<file path="src/rtl/ysyx_22041211_core_ctrl_pkg.sv">
// Shared types and constants for the NPC multi-cycle sequencer.
//   state_e        : sequencer state encoding
//   BRANCH_*       : decoder branch_type codes
//   STORE_INVALID  : decoder store_type code meaning "not a store"
//   LOAD_INVALID   : decoder load_type code meaning "not a load"
package ysyx_22041211_core_ctrl_pkg;

  localparam int unsigned XLEN      = 32;
  localparam int unsigned ST_TYPE_W = 2;
  localparam int unsigned LD_TYPE_W = 3;
  localparam int unsigned BR_TYPE_W = 3;

  typedef enum logic [2:0] {
    ST_IDLE = 3'd0,
    ST_IF   = 3'd1,
    ST_ID   = 3'd2,
    ST_EX   = 3'd3,
    ST_MEM  = 3'd4,
    ST_WB   = 3'd5,
    ST_HALT = 3'd6,
    ST_ERR  = 3'd7
  } state_e;

  localparam logic [BR_TYPE_W-1:0] BRANCH_NONE   = BR_TYPE_W'(0);
  localparam logic [BR_TYPE_W-1:0] BRANCH_BEQ    = BR_TYPE_W'(1);
  localparam logic [ST_TYPE_W-1:0] STORE_INVALID = ST_TYPE_W'(0);
  localparam logic [LD_TYPE_W-1:0] LOAD_INVALID  = LD_TYPE_W'(0);

  localparam logic [XLEN-1:0] PC_STEP = XLEN'(4);

endpackage

</file>
<file path="src/rtl/ysyx_22041211_pc_reg.sv">
// Program counter register.
//   clk, rst_n : clock, async active-low reset (loads RESET_PC)
//   i_we       : load i_next_pc on the next edge
//   i_next_pc  : next PC value
//   o_pc       : current PC
module ysyx_22041211_pc_reg
  import ysyx_22041211_core_ctrl_pkg::*;
#(
  parameter logic [XLEN-1:0] RESET_PC = 32'h8000_0000
) (
  input  logic            clk,
  input  logic            rst_n,
  input  logic            i_we,
  input  logic [XLEN-1:0] i_next_pc,
  output logic [XLEN-1:0] o_pc
);

  logic [XLEN-1:0] r_pc;

  always_ff @(posedge clk or negedge rst_n) begin
    if (!rst_n) begin
      r_pc <= RESET_PC;
    end else if (i_we) begin
      r_pc <= i_next_pc;
    end
  end

  assign o_pc = r_pc;

endmodule

</file>
<file path="src/rtl/ysyx_22041211_core_ctrl.sv">
// Multi-cycle sequencer: owns PC and instruction register, drives the fetch
// and LSU handshakes, gates register writeback and counts retirements.
//   ifu_*  : fetch request / returned instruction
//   pc_o, inst_o : current PC and held instruction (to IFU / decoder)
//   dec_*, alu_zero_i, ebreak_i : decoder and ALU status for current inst
//   lsu_*  : memory request, direction and completion
//   reg_we_o, wb_sel_o : register-file write strobe and source select
//   commit_o, inst_cnt_o : retire pulse and retired count
//   halted_o, err_o : sticky stop flags (ebreak / misaligned target)
module ysyx_22041211_core_ctrl
  import ysyx_22041211_core_ctrl_pkg::*;
#(
  parameter logic [31:0] RESET_PC = 32'h8000_0000,
  parameter int unsigned CNT_W    = 32
) (
  input  logic                 clk,
  input  logic                 rst_n,
  output logic                 ifu_req_o,
  input  logic                 ifu_rvalid_i,
  input  logic [XLEN-1:0]      ifu_inst_i,
  output logic [XLEN-1:0]      pc_o,
  output logic [XLEN-1:0]      inst_o,
  input  logic                 dec_wd_i,
  input  logic [ST_TYPE_W-1:0] dec_store_type_i,
  input  logic [LD_TYPE_W-1:0] dec_load_type_i,
  input  logic [BR_TYPE_W-1:0] dec_branch_type_i,
  input  logic [XLEN-1:0]      dec_branch_target_i,
  input  logic                 dec_jmp_flag_i,
  input  logic [XLEN-1:0]      dec_jmp_target_i,
  input  logic                 alu_zero_i,
  input  logic                 ebreak_i,
  output logic                 lsu_req_o,
  output logic                 lsu_we_o,
  input  logic                 lsu_done_i,
  output logic                 reg_we_o,
  output logic                 wb_sel_o,
  output logic                 commit_o,
  output logic                 halted_o,
  output logic                 err_o,
  output logic [CNT_W-1:0]     inst_cnt_o
);

  state_e          r_state;
  logic [XLEN-1:0] r_inst;
  logic [XLEN-1:0] r_next_pc;
  logic [CNT_W-1:0] r_inst_cnt;
  logic            r_ifu_req;
  logic            r_lsu_req;
  logic            r_lsu_we;
  logic            r_reg_we;
  logic            r_wb_sel;
  logic            r_commit;
  logic            r_halted;
  logic            r_err;

  logic [XLEN-1:0] w_pc;
  logic [XLEN-1:0] w_pc_plus4;
  logic [XLEN-1:0] w_jmp_pc;
  logic [XLEN-1:0] w_next_pc;
  logic            w_beq_taken;
  logic            w_misalign;
  logic            w_is_store;
  logic            w_is_load;
  logic            w_reg_we;
  logic            w_pc_we;
  logic            w_unused;

  ysyx_22041211_pc_reg #(
    .RESET_PC (RESET_PC)
  ) u_pc_reg (
    .clk       (clk),
    .rst_n     (rst_n),
    .i_we      (w_pc_we),
    .i_next_pc (r_next_pc),
    .o_pc      (w_pc)
  );

  // Next-PC selection: jump beats taken beq beats sequential.
  assign w_pc_plus4  = w_pc + PC_STEP;
  assign w_jmp_pc    = {dec_jmp_target_i[XLEN-1:1], 1'b0};
  assign w_beq_taken = (dec_branch_type_i == BRANCH_BEQ) && alu_zero_i;
  assign w_next_pc   = dec_jmp_flag_i ? w_jmp_pc :
                       w_beq_taken    ? dec_branch_target_i : w_pc_plus4;
  assign w_misalign  = |w_next_pc[1:0];

  assign w_is_store  = (dec_store_type_i != STORE_INVALID);
  assign w_is_load   = (dec_load_type_i != LOAD_INVALID);
  assign w_reg_we    = dec_wd_i && !w_is_store;
  assign w_pc_we     = (r_state == ST_WB);
  // jalr clears bit 0 of the target, so the raw bit is never consumed.
  assign w_unused    = dec_jmp_target_i[0];

  // Sequencer; every output is set on entry to the state that owns it.
  always_ff @(posedge clk or negedge rst_n) begin
    if (!rst_n) begin
      r_state    <= ST_IDLE;
      r_inst     <= '0;
      r_next_pc  <= '0;
      r_inst_cnt <= '0;
      r_ifu_req  <= 1'b0;
      r_lsu_req  <= 1'b0;
      r_lsu_we   <= 1'b0;
      r_reg_we   <= 1'b0;
      r_wb_sel   <= 1'b0;
      r_commit   <= 1'b0;
      r_halted   <= 1'b0;
      r_err      <= 1'b0;
    end else begin
      case (r_state)
        ST_IDLE: begin
          r_state   <= ST_IF;
          r_ifu_req <= 1'b1;
        end
        ST_IF: begin
          if (ifu_rvalid_i) begin
            r_inst    <= ifu_inst_i;
            r_ifu_req <= 1'b0;
            r_state   <= ST_ID;
          end
        end
        ST_ID: begin
          if (ebreak_i) begin
            r_halted <= 1'b1;
            r_state  <= ST_HALT;
          end else begin
            r_state  <= ST_EX;
          end
        end
        ST_EX: begin
          r_next_pc <= w_next_pc;
          if (w_misalign) begin
            r_halted <= 1'b1;
            r_err    <= 1'b1;
            r_state  <= ST_ERR;
          end else if (w_is_store || w_is_load) begin
            r_lsu_req <= 1'b1;
            r_lsu_we  <= w_is_store;
            r_state   <= ST_MEM;
          end else begin
            r_reg_we <= w_reg_we;
            r_wb_sel <= w_is_load;
            r_commit <= 1'b1;
            r_state  <= ST_WB;
          end
        end
        ST_MEM: begin
          if (lsu_done_i) begin
            r_lsu_req <= 1'b0;
            r_lsu_we  <= 1'b0;
            r_reg_we  <= w_reg_we;
            r_wb_sel  <= w_is_load;
            r_commit  <= 1'b1;
            r_state   <= ST_WB;
          end
        end
        ST_WB: begin
          r_reg_we   <= 1'b0;
          r_wb_sel   <= 1'b0;
          r_commit   <= 1'b0;
          r_inst_cnt <= r_inst_cnt + CNT_W'(1);
          r_ifu_req  <= 1'b1;
          r_state    <= ST_IF;
        end
        ST_HALT, ST_ERR: begin
          r_state <= r_state;
        end
        default: begin
          r_state <= ST_IDLE;
        end
      endcase
    end
  end

  assign ifu_req_o  = r_ifu_req;
  assign pc_o       = w_pc;
  assign inst_o     = r_inst;
  assign lsu_req_o  = r_lsu_req;
  assign lsu_we_o   = r_lsu_we;
  assign reg_we_o   = r_reg_we;
  assign wb_sel_o   = r_wb_sel;
  assign commit_o   = r_commit;
  assign halted_o   = r_halted;
  assign err_o      = r_err;
  assign inst_cnt_o = r_inst_cnt;

endmodule

</file>
<file path="config.mk">
export PLATFORM = sky130hd
export DESIGN_NAME = ysyx_22041211_core_ctrl
export DESIGN_NICKNAME = d
export VERILOG_FILES = /design/src/rtl/ysyx_22041211_core_ctrl_pkg.sv /design/src/rtl/ysyx_22041211_pc_reg.sv /design/src/rtl/ysyx_22041211_core_ctrl.sv
export SDC_FILE = /design/constraint.sdc
export NUM_CORES = 1
export LEC_CHECK = 0
export BUFFER_PORTS_ARGS = -buffer_cell sky130_fd_sc_hd__buf_2
export CORE_MARGIN = 2
export CORE_UTILIZATION = 45
export CTS_CLUSTER_SIZE = 40
export DETAILED_ROUTE_END_ITERATION = 16
export PLACE_DENSITY = 0.72
export SLEW_MARGIN = 20
export SYNTH_ARGS = -nofsm -noshare
export SYNTH_HDL_FRONTEND = slang
export SYNTH_HIERARCHICAL = 1
export SYNTH_SLANG_ARGS = --single-unit
</file>
<file path="constraint.sdc">
create_clock -name clk -period 2.1 [get_ports clk]
set_input_delay 0.42 -clock clk [delete_from_list [all_inputs] [get_ports clk]]
set_output_delay 0.42 -clock clk [all_outputs]
set_load 0.02 [all_outputs]
</file>
==> reports/qor.csv, run 1 <==
metric;value;unit
status;finished clean;
chip width;128;um
RR Endpoint;inst_cnt_o[13];
hold path start;ifu_inst_i[24];
nets@finish;964;
hold path depth;2;
met1 Use GR;28.5;%
post-synthesis sequential area ratio;50.4;%
EDFF count, synth;0;
drt drc;0;
worst hold path type;input pin to flop;
Detail Route Antenna Nets;0;
share of layout cells above drive strength 1;41.6;%
crit path DAT;2150;ps
row cnt;45;
clock network fraction of design power;23.9;%
hpwl dp;11.7;mm
Cell Int Power;0.00808;W
H-tree depth;4;
CTS Root Cell;clkbuf_16;
worst vdd ir;0.902;mV
setup TNS after final layout;0;ps
Synth Flop Type;dfrtp_1;
Worst Reg2Reg Path Length in Cells;5;
relative slew slack;63.9;%
final slew viol count;0;
crit end category;flop;
IO buf count;214;
final worst slack;243;ps
CP Class;flop to flop;
Worst Max-Slew Pin Slew;541;ps
Area contributors post-synth;dfrtp_1, mux2_4, mux2_2;
most frequent cells in the layout;buf_2, dfrtp_1, nand2_1;
initial antenna violation count;1;
Netlist cell types;54;
clk_skew;8.60;ps
Avg Inst Size Synth;11.1;um2
Final Hold Viols;0;
R2R setup slack;240;ps
worst-skew pair later-pin latency;420;ps
Post-CTS Resized;0;
Sw Share;36.6;%
GP Congestion;0.770;
Cell Area, Synth;6900;um2
final period utilization;88.4;%
M3 GR Usage;4.05;%
Overflow after GRT;0;
met2 GRT Util;33.8;%
wire per inst;16.0;um
CTS Buffer Depth;2;
Sw Pwr;0.00466;W
sequential share of power;35.8;%
Setup WS pre-CTS;195;ps
Cell Pwr Density;1430;nW/um2
number of global-route vias before repair;5372;
gr usage total;21.2;%
max-cap violations;0;
synthesis-to-finish area growth;28.7;%
first-pass GRT wire length;27.2;mm
vias per cell;5.31;
Syn Nets;737;
Inserted Clock Buffers;17;
First DRT Iteration DRCs;291;
Mapped Cells;623;
leading area contributor after synthesis;dfrtp_1;
DIE HEIGHT;128;um
Setup-failing EPs final;0;
combinational power share;40.3;%
core area;15100;um2
RSZ-0062 raised after global routing;false;
leakage power;4.15;nW
critical path peak fanout;8;
fillers;1350;
First-pass DRT Iterations;4;
Hold EP;inst_o[24];
Synth async-reset ratio;100;%
RR Startpoint;inst_cnt_o[3];
top cell type's share of synthesized area;50.0;%
I/O Pins;216;
busiest grt layer;met2;
full die area;16300;um2
most common cell after layout, fill and taps aside;buf_2;
DR vias;5571;
clock sink count;139;
Worst EP required;2400;ps
Initial Util;45.7;%
TritonCTS clock tree;built;
Clock transition at path regs;60;ps
Worst setup SP type;flop;
largest net degree at the start of global routing;56;
DRT Wirelength;16.8;mm
FMAX;538;MHz
Synth warnings;6;
#FFs+latches synth;139;
post-route minimum period;1860;ps
[Yosys cell counts, types with 5 or more instances]
library cell and instances:
dfrtp_1 138, nand2_1 69, o21ai_0 47, xnor2_1 47
mux2_2 37, nor2_1 37, mux2_4 30, nand3_1 24
nor3_1 18, o211ai_1 17, a21oi_1 16, clkbuf_1 14
and3_1 10, nand4_1 10, xor2_1 10, and4_1 9
buf_2 9, inv_1 9, nor4_2 6, a41oi_1 5
[flip-flops by register name, summed over array words and instances, names as in the netlist]
name,count
commit_o,1
reg_we_o,1
wb_sel_o,1
halted_o,1
inst_o,32
u_pc_reg/o_pc,32
r_next_pc,32
err_o,1
ifu_req_o,1
inst_cnt_o,32
lsu_we_o,1
lsu_req_o,1
r_state,3
[cells by family (layout without fill, tap and decap cells)]
group / after synthesis / after routing / share of synthesized area (%)
fa+ha+maj: 2 / 2 / 0.362
flops: 139 / 139 / 50.4
compound gates: 106 / 106 / 9.39
mux: 69 / 69 / 12.9
xor+xnor: 57 / 57 / 7.23
simple gates: 205 / 205 / 16.0
buf+inv: 45 / 283 / 3.75
other cells: 0 / 1 / 0
[metal layers]
metal | routed length (um) | up-vias
li1 | - | 2670
met1 | 7640 | 2718
met2 | 7980 | 160
met3 | 830 | 23
met4 | 331 | 0
met5 | 0 | -
[worst max-delay path by stage]
| stage | startpoint | endpoint | slack [ps] | depth (start not counted) |
|---|---|---|---|---|
| 6_report | inst_cnt_o[3] | inst_cnt_o[13] | 240 | 5 |
| 5_1_grt | inst_cnt_o[3] | inst_cnt_o[20] | 110 | 5 |
| 4_1_cts | inst_cnt_o[3] | inst_cnt_o[26] | 260 | 5 |
| 3_5_place_dp | dec_branch_type_i[2] | wb_sel_o | 200 | 6 |
| 3_3_place_gp | dec_branch_type_i[2] | wb_sel_o | 220 | 6 |
| 2_1_floorplan | dec_branch_type_i[2] | wb_sel_o | 240 | 6 |
[layout make-up]
class                      count  area [um2]  share of cell area (%)
antenna                        1        2.50                  0.0282
clock buffer                  22         474                    5.34
clock inverter                 8         118                    1.32
inverter                       9        33.8                   0.380
multi-input combinational    439        3170                    35.7
sequential                   139        3480                    39.2
tap                          188         235                    2.65
timing repair buffer         244        1370                    15.4
[worst max-delay path, stage by stage (launching register included)]
cell and delay [ps]:
dfrtp_1 440, and4_1 260, nand3_2 230, nor3_1 490
nand3_1 160, xnor2_1 150
[through the flow]
step	instance area [um2]	instances	hold WS, ps	total power [W]	util (%)
after floorplan	6900	623	124	0.00808	-
after global placement	8280	1018	428	0.00961	54.9
after detailed placement	8280	1018	426	0.00974	54.9
after CTS	8880	1049	214	0.0128	58.9
after global routing	8880	1050	217	0.0135	58.9
final	8880	1050	232	0.0127	58.9
[what timing repair did]
action | 4_1_cts | 5_1_grt
hold buffers | 1 | 0
endpoints found under the hold margin | 51 | 0
setup buffers | 0 | 0
[power groups by stage]
| stage | combinational (W) | sequential (W) | clock (W) |
|---|---|---|---|
| finish | 0.00513 | 0.00457 | 0.00304 |
| global route | 0.00558 | 0.00472 | 0.00320 |
| CTS | 0.00517 | 0.00457 | 0.00310 |
| detailed placement | 0.00515 | 0.00459 | 0 |
| global placement | 0.00506 | 0.00455 | 0 |
| floorplan | 0.00269 | 0.00538 | 0 |
No activity file was read; power rests on OpenSTA's default activity.
==> inputs of run 2 (changes only) <==
--- a/config.mk
+++ b/config.mk
@@ -10,7 +10,7 @@
 export CORE_UTILIZATION = 45
 export CTS_CLUSTER_SIZE = 40
 export DETAILED_ROUTE_END_ITERATION = 16
-export PLACE_DENSITY = 0.72
+export PLACE_DENSITY = 0.75
 export SLEW_MARGIN = 20
 export SYNTH_ARGS = -nofsm -noshare
 export SYNTH_HDL_FRONTEND = slang
==> constraint.sdc (replaced) <==
create_clock -name clk -period 1.65 [get_ports clk]
set_input_delay 0.33 -clock clk [delete_from_list [all_inputs] [get_ports clk]]
set_output_delay 0.33 -clock clk [all_outputs]
set_load 0.02 [all_outputs]
==> run 2 against run 1 <==
  * The flow now finishes with violations (negative setup slack)
  * Total power up 37%
  * Combinational power is 57% higher
  * Fmax rose by 10%
  * Final cell count grew 7.7%
  * Register-to-register slack lost 280 ps
  * First-iteration DRC count increased by 6.2%
  * Setup slack worse by 280 ps
  * Via count increased by 7.2%
  * Highest routed layer unchanged
==> reports/qor.csv, run 2 (synthesis results as in run 1) <==
metric;value;unit
Overflow after GRT;0;
First DRT Iteration DRCs;309;
Final Hold Viols;0;
max-cap violations;0;
crit path DAT;1960;ps
Layout Utilization;64.8;%
crit end category;flop;
slowest CP cell;dfrtp_2;
share of layout cells above drive strength 1;51.4;%
gr usage total;22.7;%
DIE HEIGHT;128;um
CP Class;flop to flop;
most common cell after layout, fill and taps aside;buf_2;
status;complete, but fails checks;
CTS Buffer Depth;2;
initial antenna violation count;0;
failing checks;negative setup slack;
final worst slack;-33.6;ps
Setup WS pre-CTS;-123;ps
fin cells;1131;
core area;15100;um2
post-route minimum period;1680;ps
most frequent cells in the layout;buf_2, dfrtp_1, buf_4;
vias per cell;5.28;
Inserted Clock Buffers;17;
row cnt;45;
fillers;1215;
wire per inst;16.6;um
CTS Root Cell;clkbuf_16;
I/O Pins;216;
full die area;16300;um2
final period utilization;102;%
hpwl dp;12.8;mm
crit-path cells;and4_4 > buf_6 > nand4_4 > nor3_2 > xnor2_1 > a41oi_1;
IO buf count;214;
Worst EP required;1930;ps
RSZ-0062 raised after global routing;true;
nets@finish;1045;
clock sink count;139;
n_diodes;0;
Worst Max-Slew Pin Slew;412;ps
Clock transition at path regs;60;ps
Cell Pwr Density;1790;nW/um2
Worst setup SP type;flop;
Detail Route Antenna Nets;0;
Initial Util;45.7;%
critical path peak fanout;8;
H-tree depth;4;
number of global-route vias before repair;5925;
largest net degree at the start of global routing;45;
GP Congestion;0.803;
worst-skew pair later-pin latency;420;ps
FMAX;594;MHz
clk_skew;10.4;ps
setup TNS after final layout;-33.6;ps
chip width;128;um
worst stage delay on the critical path;360;ps
First-pass DRT Iterations;4;
DRT Wirelength;18.8;mm
TritonCTS clock tree;built;
synthesis-to-finish area growth;41.7;%
drt drc;0;
relative slew slack;72.5;%
worst vdd ir;1.00;mV
worst hold path type;input pin to flop;
placed cells;1085;
first-pass GRT wire length;29.2;mm
leakage power;4.65;nW
final slew viol count;0;
Setup-failing EPs final;1;
DR vias;5973;
-- run 2: final timing paths --
check | start | endpoint | slack, ps | cells past startpoint
setup / recovery | u_pc_reg/o_pc[4] | r_next_pc[24] | -30 | 6
hold / removal | ifu_inst_i[4] | inst_o[4] | 140 | 2
setup reg to reg | u_pc_reg/o_pc[4] | r_next_pc[24] | -30 | 6
hold reg to reg | inst_cnt_o[31] | inst_cnt_o[31] | 480 | 1
max in group asynchronous | rst_n | inst_cnt_o[11] | 720 | 3
min in group asynchronous | rst_n | r_next_pc[3] | 370 | 2
-- run 2: power breakdown --
| part | internal, W | total (W) | switching (W) |
|---|---|---|---|
| sequential | 0.00481 | 0.00561 | 0.000805 |
| clock | 0.00240 | 0.00384 | 0.00144 |
| combinational | 0.00386 | 0.00805 | 0.00418 |
| total | 0.0111 | 0.0175 | 0.00643 |
-- run 2: layout make-up --
class / instances / area (um2) / share of cell area (%)
sequential: 139 / 3510 / 35.9
multi-input combinational: 439 / 3310 / 33.9
timing repair buffer: 325 / 2100 / 21.4
clock buffer: 19 / 443 / 4.53
tap: 188 / 235 / 2.40
clock inverter: 12 / 149 / 1.52
inverter: 9 / 36.3 / 0.371
-- run 2: critical path, delay by kind of cell, from the launching register on --
kind / cells / cell delay, ps
and+or+nand+nor: 3 / 770
DFF: 1 / 360
xor gates and xnor gates: 1 / 170
AOI/OAI and AO/OA: 1 / 140
buffers and inverters: 1 / 110
-- run 2: what timing repair did --
item,in CTS,in global routing
endpoints found under the hold margin,27,0
gates cloned,2,2
setup endpoints to repair,24,61
pin swaps,4,20
setup buffers,1,9
hold buffers,1,0
gates resized for setup,8,35
-- run 2: routing by layer --
| metal | vias to the layer above | wire length, um | GRT usage (%) |
|---|---|---|---|
| li1 | 2841 | - | - |
| met1 | 2900 | 7830 | 29.1 |
| met2 | 197 | 9430 | 38.5 |
| met3 | 35 | 1100 | 4.34 |
| met4 | 0 | 449 | 8.40 |
| met5 | - | 0 | 0 |
-- run 2: per-stage QoR --
stage / total power (W) / cell area (um2) / hold WS [ps]
global placement: 0.0129 / 8850 / 243
detailed placement: 0.0131 / 8850 / 245
global route: 0.0185 / 9780 / 134
finish: 0.0175 / 9780 / 142
floorplan: 0.0104 / 6980 / 34.4
CTS: 0.0173 / 9570 / 128
==> inputs of run 3 (changes only) <==
--- a/config.mk
+++ b/config.mk
@@ -11,6 +11,8 @@
 export CTS_CLUSTER_SIZE = 40
 export DETAILED_ROUTE_END_ITERATION = 16
 export PLACE_DENSITY = 0.75
+export RECOVER_POWER = 50
+export SETUP_SLACK_MARGIN = 0.4
 export SLEW_MARGIN = 20
 export SYNTH_ARGS = -nofsm -noshare
 export SYNTH_HDL_FRONTEND = slang
==> run 3 against run 2 <==
  * The run still ends with negative setup slack left
  * Utilization increased by 20 points
  * Fmax down 12%
  * Critical path depth unchanged
  * Die area unchanged
  * Clock skew up 3.8 ps
  * Via count grew 29%
  * Cell area is 31% higher
  * Setup slack lost 230 ps
  * Wire length up 73%
==> reports/qor.csv, run 3 (synthesis results as in run 1) <==
metric;value;unit
clk_skew;14.3;ps
Initial Util;45.7;%
Placed Area;9160;um2
First DRT Iteration DRCs;720;
core area;15100;um2
GP Congestion;0.788;
Worst setup SP type;flop;
clock network fraction of design power;16.4;%
DR vias;7680;
largest net degree at the start of global routing;44;
critical path peak fanout;5;
worst hold path type;input pin to flop;
Overflow after GRT;0;
combinational power share;58.1;%
leakage power;6.08;nW
first-pass GRT wire length;38.8;mm
FMAX;523;MHz
CTS Buffer Depth;2;
final slew viol count;0;
n_diodes;0;
crit path DAT;2250;ps
share of layout cells above drive strength 1;65.5;%
wire per inst;25.3;um
CP Class;flop to flop;
vias per cell;5.96;
initial antenna violation count;1;
Cell Int Power;0.0145;W
post-route minimum period;1910;ps
Worst Max-Slew Pin Slew;1090;ps
final worst slack;-263;ps
H-tree depth;4;
clock sink count;139;
status;complete, but fails checks;
Worst EP required;1980;ps
Cell Pwr Density;1860;nW/um2
full die area;16300;um2
relative slew slack;27.3;%
Inserted Clock Buffers;17;
First-pass DRT Iterations;7;
Final Hold Viols;0;
crit end category;flop;
DIE HEIGHT;128;um
number of global-route vias before repair;7230;
DRT Wirelength;32.6;mm
worst vdd ir;1.12;mV
synthesis-to-finish area growth;86.1;%
slowest CP cell;nor4_4;
RSZ-0062 raised after global routing;true;
TritonCTS clock tree;built;
chip width;128;um
failing checks;negative setup slack;
final period utilization;116;%
CTS Root Cell;clkbuf_16;
Sw Share;39.2;%
RR Startpoint;inst_cnt_o[4];
worst-skew pair later-pin latency;440;ps
crit-path cells;and4_4 > nand3_4 > buf_4 > nor4_4 > nand2_1 > xnor2_1;
max-cap violations;0;
final instance area;12800;um2
drt drc;0;
hold path start;ifu_inst_i[18];
gr usage total;30.9;%
Sw Pwr;0.00936;W
hold_ws;123;ps
sequential share of power;25.5;%
Clock transition at path regs;80;ps
IO buf count;214;
worst stage delay on the critical path;410;ps
row cnt;45;
Critical Path Start;inst_cnt_o[4];
I/O Pins;216;
most frequent cells in the layout;buf_6, buf_4, buf_2;
nets@finish;1201;
Detail Route Antenna Nets;0;
Setup-failing EPs final;42;
most common cell after layout, fill and taps aside;buf_6;
R2R setup slack;-260;ps
hpwl dp;13.2;mm
-- run 3: power by group through the flow --
stage	logic, W	clock network (W)	registers, W
finish	0.0139	0.00393	0.00610
global route	0.0143	0.00404	0.00619
CTS	0.0116	0.00381	0.00587
detailed placement	0.00785	0	0.00576
global placement	0.00773	0	0.00571
floorplan	0.00414	0	0.00698
-- run 3: metrics by stage --
| step | setup slack (ps) | instances | TNS (ps) | util, % | total power, W |
|---|---|---|---|---|---|
| detailed placement | -140 | 1071 | -843 | 60.7 | 0.0136 |
| global route | -285 | 1288 | -7100 | 85.1 | 0.0245 |
| floorplan | -77.5 | 623 | -350 | - | 0.0111 |
| CTS | 0.178 | 1217 | 0 | 79.3 | 0.0213 |
| finish | -263 | 1288 | -2960 | 85.1 | 0.0239 |
| global placement | -127 | 1071 | -354 | 60.7 | 0.0134 |
-- run 3: routing by layer --
layer / part of all wire (%) / track usage [%] / vias up
li1: - / - / 3153
met1: 35 / 37.5 / 3797
met2: 50 / 52.4 / 537
met3: 8.2 / 6.97 / 191
met4: 6.5 / 14.6 / 2
met5: 0.043 / 0 / -
-- run 3: critical path, delay by kind of cell (launching register included) --
family | cells | cell delay, ps
xor gates and xnor gates | 1 | 270
buffers and inverters | 1 | 190
DFF | 1 | 390
and+or+nand+nor | 4 | 950
-- run 3: area by class of cell --
class | count | area [um2]
clock inverter | 15 | 154
tap | 188 | 235
multi-input combinational | 439 | 4040
sequential | 139 | 3540
inverter | 9 | 48.8
clock buffer | 17 | 425
timing repair buffer | 481 | 4400
fill | 673 | 2250
-- run 3: repair_timing --
action,in CTS,in global routing
buffers inserted,102,67
endpoints found under the hold margin,38,0
resized for setup,334,147
gates cloned,11,4
hold buffers,1,0
setup endpoints to repair,239,243
pin swaps,53,71
-- run 3: path summary, 6_finish.rpt --
check	end	depth (start not counted)
max	inst_cnt_o[30]	6
min	inst_o[18]	2
max reg2reg	inst_cnt_o[30]	6
min reg2reg	halted_o	1
max in group asynchronous	u_pc_reg/o_pc[31]	3
min in group asynchronous	inst_cnt_o[10]	2
